==> src/rtl/dual_port_ram_param.sv <==
// True dual-port synchronous RAM with a post-reset clear sequencer and write-write collision flag.
// Optional macro DPRAM_OUT_REG_EN adds an output register stage (read latency 2 instead of 1).
module dual_port_ram_param #(
    parameter int                ADDR_W   = 4,
    parameter int                DATA_W   = 8,
    parameter logic [DATA_W-1:0] INIT_VAL = '0
) (
    input  logic              clk,
    input  logic              rst_n,
    input  logic              en_a,
    input  logic              we_a,
    input  logic [ADDR_W-1:0] add_a,
    input  logic [DATA_W-1:0] d_wa,
    output logic [DATA_W-1:0] d_ra,
    output logic              vld_a,
    input  logic              en_b,
    input  logic              we_b,
    input  logic [ADDR_W-1:0] add_b,
    input  logic [DATA_W-1:0] d_wb,
    output logic [DATA_W-1:0] d_rb,
    output logic              vld_b,
    output logic              busy,
    output logic              coll
);

    localparam int DEPTH = 2 ** ADDR_W;

    typedef enum logic {CLEAR = 1'b0, READY = 1'b1} state_t;

    state_t            state;
    logic [ADDR_W-1:0] cnt;
    logic [DATA_W-1:0] mem [DEPTH];

    logic [DATA_W-1:0] rd_a_q, rd_b_q;
    logic              vld_a_q, vld_b_q, coll_q;

    logic rd_en_a, rd_en_b, wr_en_a, wr_en_b, same_addr;

    // Every access is gated by READY so the clear sequence owns the array.
    assign rd_en_a   = (state == READY) && en_a && !we_a;
    assign rd_en_b   = (state == READY) && en_b && !we_b;
    assign wr_en_a   = (state == READY) && en_a && we_a;
    assign wr_en_b   = (state == READY) && en_b && we_b;
    assign same_addr = (add_a == add_b);
    assign busy      = (state == CLEAR);

    always_ff @(posedge clk or negedge rst_n) begin
        if (!rst_n) begin
            state   <= CLEAR;
            cnt     <= '0;
            rd_a_q  <= '0;
            rd_b_q  <= '0;
            vld_a_q <= 1'b0;
            vld_b_q <= 1'b0;
            coll_q  <= 1'b0;
        end else begin
            case (state)
                CLEAR: begin
                    cnt     <= cnt + ADDR_W'(1);
                    vld_a_q <= 1'b0;
                    vld_b_q <= 1'b0;
                    coll_q  <= 1'b0;
                    if (&cnt) state <= READY;
                end
                READY: begin
                    // Non-blocking array reads give read-first behaviour against either port's write.
                    if (rd_en_a) rd_a_q <= mem[add_a];
                    if (rd_en_b) rd_b_q <= mem[add_b];
                    vld_a_q <= rd_en_a;
                    vld_b_q <= rd_en_b;
                    coll_q  <= wr_en_a && wr_en_b && same_addr;
                end
                default: state <= CLEAR;
            endcase
        end
    end

    // The array itself is never reset; the clear sequence initialises it.
    always_ff @(posedge clk) begin
        if (state == CLEAR) begin
            mem[cnt] <= INIT_VAL;
        end else begin
            if (wr_en_a) mem[add_a] <= d_wa;
            if (wr_en_b && !(wr_en_a && same_addr)) mem[add_b] <= d_wb;
        end
    end

`ifdef DPRAM_OUT_REG_EN
    logic [DATA_W-1:0] rd_a_p, rd_b_p;
    logic              vld_a_p, vld_b_p, coll_p;

    always_ff @(posedge clk or negedge rst_n) begin
        if (!rst_n) begin
            rd_a_p  <= '0;
            rd_b_p  <= '0;
            vld_a_p <= 1'b0;
            vld_b_p <= 1'b0;
            coll_p  <= 1'b0;
        end else begin
            rd_a_p  <= rd_a_q;
            rd_b_p  <= rd_b_q;
            vld_a_p <= vld_a_q;
            vld_b_p <= vld_b_q;
            coll_p  <= coll_q;
        end
    end

    assign d_ra  = rd_a_p;
    assign d_rb  = rd_b_p;
    assign vld_a = vld_a_p;
    assign vld_b = vld_b_p;
    assign coll  = coll_p;
`else
    assign d_ra  = rd_a_q;
    assign d_rb  = rd_b_q;
    assign vld_a = vld_a_q;
    assign vld_b = vld_b_q;
    assign coll  = coll_q;
`endif

endmodule

==> config.mk <==
export PLATFORM = sky130hd
export DESIGN_NAME = dual_port_ram_param
export DESIGN_NICKNAME = d
export VERILOG_FILES = /design/src/rtl/dual_port_ram_param.sv
export SDC_FILE = /design/constraint.sdc
export NUM_CORES = 1
export LEC_CHECK = 0
export CORE_UTILIZATION = 30
export DETAILED_ROUTE_END_ITERATION = 6
export PLACE_DENSITY = 0.51
export SYNTH_ARGS = -nofsm -noshare
export SYNTH_HDL_FRONTEND = slang
export SYNTH_SLANG_ARGS = --single-unit
==> constraint.sdc <==
create_clock -name clk -period 2.8 [get_ports clk]
set_clock_uncertainty 0.15 [all_clocks]
set_input_delay 0.56 -clock clk [delete_from_list [all_inputs] [get_ports clk]]
set_output_delay 0.56 -clock clk [all_outputs]
set_load 0.05 [all_outputs]
==> summary.md <==
| Metric | Value |
|---|---|
| Post-detailed-route count of antenna-violating nets | 0 |
| Total power after layout | 0.00567 W |
| Average footprint of a synthesized cell | 14.8 µm² |
| DP Cell Count | 1081 |
| Fill cells | 2720 |
| Die height | 175 µm |
| Power per unit of standard cell area | 500 nW/µm² |
| Kind of cell adding the most delay to the critical path | buffers and inverters |
| Switch share | 0.274 |
| Global-route wire length before repair | 40600 µm |
| Peak Freq | 0.378 GHz |
| Clock root buffer master | sky130_fd_sc_hd__clkbuf_16 |
| Highest ir drop seen on vdd | 0.366 mV |
| DR vias | 6045 |
| Post-synth top flop | sky130_fd_sc_hd__edfxtp_1 |
| DRT iter0 DRCs | 478 |
| Number of diodes added for antenna fixing | 0 |
| Net count of the mapped netlist | 641 |
| Overall track demand over capacity in global routing | 0.181 |
| Count of hold buffers inserted by post-cts repair | 0 |
| Portion of the post-synthesis area used by sequential elements | 0.494 |
| H-tree depth | 4 |
| Clk pin slew, worst setup/hold paths | 70 ps |
| Number of top-level design ports | 50 |
| Critical Path RT | 2090 ps |
| Final Hold Viols | 0 |
| Critical Path Start Type | flop |
| Critical path capture point type | output pin |
| Area occupied by multi-input gates | 4280 µm² |
| Share of final-layout standard cells stronger than drive strength 1 | 0.458 |
| Net count, final | 741 |
| Crit-path slowest cell | sky130_fd_sc_hd__clkdlybuf4s50_1 |
| Combinational Power Share | 0.142 |
| Combined flip-flop and latch cell area | 4440 µm² |
| TritonCTS clock tree | done |
| Mean routed wirelength per cell | 24.3 µm |
| Starting density of the core | 0.305 |
| Post-route setup slack | 157 ps |
| Row Count | 63 |
| DRC violation count after routing | 0 |
| Crit Path Class | flop to output pin |
| Number of storage elements in the synthesis netlist | 152 |
| Post-route minimum period | 2640 ps |
| Combined buffer and inverter count along the critical path | 3 |
| Run status | finished clean |
| Synth unique cells | 48 |
| Bufs on Longest Clock Path | 2 |
| Part of the power in the clock network | 0.415 |
| Non-Filler Cell Area, Final | 11400 µm² |
| Worst Tran Pin Value | 801 ps |
| Power share of the sequential group | 0.443 |
| Area enclosed by the die boundary | 30700 µm² |
| RD Place Congestion | 0.855 |
| Buffer count from post-CTS setup fixing | 0 |
| Leakage | 4.26 nW |
| Switching power summed over all nets | 0.00156 W |
| Number of antenna violations at the first check in global routing | 0 |
| Max-capacitance violation count | 0 |
| Largest net degree at the start of global routing | 35 |
| Post-place setup slack | -253 ps |
| Setup Viol. Count Final | 0 |
| Remaining global-route overflow | 0 |
| Final WL | 27000 µm |
| Part of the cycle the worst path needs | 0.944 |
| Post-detailed-route via-to-cell ratio | 5.43 |
| Post-placement cell area | 10700 µm² |
| Number of instances in the synthesized netlist | 610 |
| Skew-Pair Late Insertion Delay | 440 ps |
| Cells along the critical path | buf_4 -> inv_1 -> clkdlybuf4s50_1 |
| Buffers on Ports | 49 |
| Relative slew margins | 0.464 |
| Summed instance area of the synthesized netlist | 9000 µm² |
| Placeable core region | 29600 µm² |
| Number of global-route vias before repair | 6248 |
| Cell-internal power | 0.00412 W |
| Arrival @ worst endpoint | 1930 ps |
| Setup_tns | 0 ps |
| Horizontal die dimension | 175 µm |
| Highest fanout seen on the critical path | 9 |
| Layout overhead on the synthesized area | 26.1% |
| Router iterations before antenna repair | 5 |
| Number of warnings reported in the yosys synthesis log | 0 |
| Count of flip-flops with a built-in enable after synthesis | 128 |
| Count of pins over their slew limit | 0 |
| Non-filler cells, final | 1113 |
| Number of clock buffers inserted by TritonCTS | 17 |
| Setup repair after global routing missed its margin | no |
| Clock sink total | 152 |
| Placed wire-length estimate | 20200 µm |
| Slowest stage delay, CP | 820 ps |
| Class of the tightest hold or removal check | input pin to async pin |
| Share of flip-flops with an asynchronous set or reset after synthesis | 0.158 |
| Post-CTS Resized | 0 |
-- synthesized netlist by cell type, types with 2 or more instances --
master	number	area share
sky130_fd_sc_hd__o21bai_1	10	0.0083
sky130_fd_sc_hd__and3_1	2	0.0014
sky130_fd_sc_hd__or2_2	3	0.0021
sky130_fd_sc_hd__edfxtp_1	128	0.43
sky130_fd_sc_hd__clkbuf_1	32	0.013
sky130_fd_sc_hd__nand3_1	3	0.0017
sky130_fd_sc_hd__inv_1	6	0.0025
sky130_fd_sc_hd__nor2_1	14	0.0058
sky130_fd_sc_hd__a2111oi_4	10	0.031
sky130_fd_sc_hd__and2_0	8	0.0056
sky130_fd_sc_hd__a2111o_1	3	0.0038
sky130_fd_sc_hd__nor3_1	11	0.0061
sky130_fd_sc_hd__nand3b_1	2	0.0017
sky130_fd_sc_hd__nand2b_1	4	0.0028
sky130_fd_sc_hd__a32oi_1	4	0.0039
sky130_fd_sc_hd__mux4_2	49	0.12
sky130_fd_sc_hd__inv_2	2	0.00083
sky130_fd_sc_hd__a31oi_1	4	0.0028
sky130_fd_sc_hd__o21ai_0	21	0.012
sky130_fd_sc_hd__dfrtp_1	24	0.067
sky130_fd_sc_hd__mux2i_1	32	0.036
sky130_fd_sc_hd__o21ai_2	3	0.0029
sky130_fd_sc_hd__buf_1	9	0.0038
sky130_fd_sc_hd__nor3b_1	2	0.0017
sky130_fd_sc_hd__or3b_2	2	0.0019
sky130_fd_sc_hd__nand2_1	8	0.0033
sky130_fd_sc_hd__a22oi_1	12	0.010
sky130_fd_sc_hd__o22ai_1	14	0.0097
sky130_fd_sc_hd__nor2b_1	9	0.0063
sky130_fd_sc_hd__mux2_2	134	0.17
sky130_fd_sc_hd__a21oi_1	6	0.0033
sky130_fd_sc_hd__buf_2	14	0.0078
sky130_fd_sc_hd__mux2_1	3	0.0038
sky130_fd_sc_hd__buf_6	2	0.0025
sky130_fd_sc_hd__xnor2_1	7	0.0068
-- flip-flops by register name, indices dropped and copies added (netlist names) --
register / flops
d_ra: 8
vld_b: 1
vld_a: 1
coll: 1
state: 1
mem: 128
cnt: 4
d_rb: 8
-- worst reg2reg max path, delay by kind of cell, from the launching register on --
family,cells,cell delay (ps)
buf+inv,2,460
flops,1,380
compound gates,2,590
simple gates,2,460
-- power groups by stage --
stage	Clock (W)	Combinational (W)	Sequential, W
floorplan	0	0.000357	0.00267
global placement	0	0.000793	0.00256
detailed placement	0	0.000803	0.00256
CTS	0.00239	0.000806	0.00251
global route	0.00247	0.000850	0.00252
finish	0.00236	0.000804	0.00251
-- cells by family (layout without fill, tap and decap cells) --
group | after synthesis | after routing | synth area share
compound gates | 93 | 93 | 0.0925
mux | 218 | 218 | 0.329
flops | 152 | 152 | 0.494
simple gates | 73 | 73 | 0.0447
xor+xnor | 7 | 7 | 0.00681
buf+inv | 66 | 179 | 0.0315
fa+ha+maj | 1 | 1 | 0.00139
-- metal layers --
layer  routed length (µm)  track usage  vias up
met5                    0            0        -
met4                  536       0.0616        0
met3                 1340       0.0216       39
met2                13300        0.297      234
li1                     -            -     2651
met1                11800        0.247     3121
-- layout make-up --
| class | instances | area share |
|---|---|---|
| Clock inverter | 15 | 0.0158 |
| Clock buffer | 17 | 0.0375 |
| Timing Repair Buffer | 139 | 0.132 |
| Tap cell | 390 | 0.0430 |
| Inverter | 8 | 0.00265 |
| Multi-Input combinational cell | 392 | 0.377 |
| Sequential cell | 152 | 0.391 |
-- path summary, 6_finish.rpt --
| path | from | endpoint | slack (ps) | cells after the start |
|---|---|---|---|---|
| setup / recovery | state$_DFF_PN0_ | busy | 160 | 3 |
| hold / removal | rst_n | d_rb[6]$_DFFE_PN0P_ | 340 | 2 |
| setup reg to reg | state$_DFF_PN0_ | mem[12][0]$_DFFE_PP_ | 490 | 6 |
| hold reg to reg | d_rb[6]$_DFFE_PN0P_ | d_rb[6]$_DFFE_PN0P_ | 380 | 2 |
| max in group asynchronous | rst_n | d_ra[2]$_DFFE_PN0P_ | 1890 | 2 |
| min in group clk | d_rb[6]$_DFFE_PN0P_ | d_rb[6]$_DFFE_PN0P_ | 380 | 2 |
-- stage by stage --
| step | util | hold slack [ps] |
|---|---|---|
| floorplan | - | 114 |
| global placement | 0.364 | 337 |
| detailed placement | 0.364 | 356 |
| CTS | 0.384 | 342 |
| global route | 0.384 | 368 |
| finish | 0.384 | 338 |
-- placed cells by master, fill, tap and decap left out, types with 3 or more instances in the layout --
master                              n
sky130_fd_sc_hd__o21bai_1          10
sky130_fd_sc_hd__buf_4             62
sky130_fd_sc_hd__inv_8              5
sky130_fd_sc_hd__mux4_2            49
sky130_fd_sc_hd__inv_1              6
sky130_fd_sc_hd__a2111o_1           3
sky130_fd_sc_hd__nor2b_1            9
sky130_fd_sc_hd__a21oi_1            6
sky130_fd_sc_hd__edfxtp_1         128
sky130_fd_sc_hd__o21ai_2            3
sky130_fd_sc_hd__a32oi_1            4
sky130_fd_sc_hd__a22oi_1           12
sky130_fd_sc_hd__a2111oi_4         10
sky130_fd_sc_hd__mux2i_1           32
sky130_fd_sc_hd__nand2_1            8
sky130_fd_sc_hd__xnor2_1            6
sky130_fd_sc_hd__buf_2              3
sky130_fd_sc_hd__inv_6              4
sky130_fd_sc_hd__dfrtp_1           24
sky130_fd_sc_hd__clkbuf_16         17
sky130_fd_sc_hd__and2_0             8
sky130_fd_sc_hd__nor2_1            14
sky130_fd_sc_hd__nand3_1            3
sky130_fd_sc_hd__o22ai_1           14
sky130_fd_sc_hd__a31oi_1            4
sky130_fd_sc_hd__mux2_2           134
sky130_fd_sc_hd__buf_12            28
sky130_fd_sc_hd__nor3_1            11
sky130_fd_sc_hd__o21ai_0           20
sky130_fd_sc_hd__or2_2              3
sky130_fd_sc_hd__nand2b_1           4
sky130_fd_sc_hd__clkdlybuf4s50_1   46
sky130_fd_sc_hd__mux2_1             3
Power figures use the tool's default switching activity.
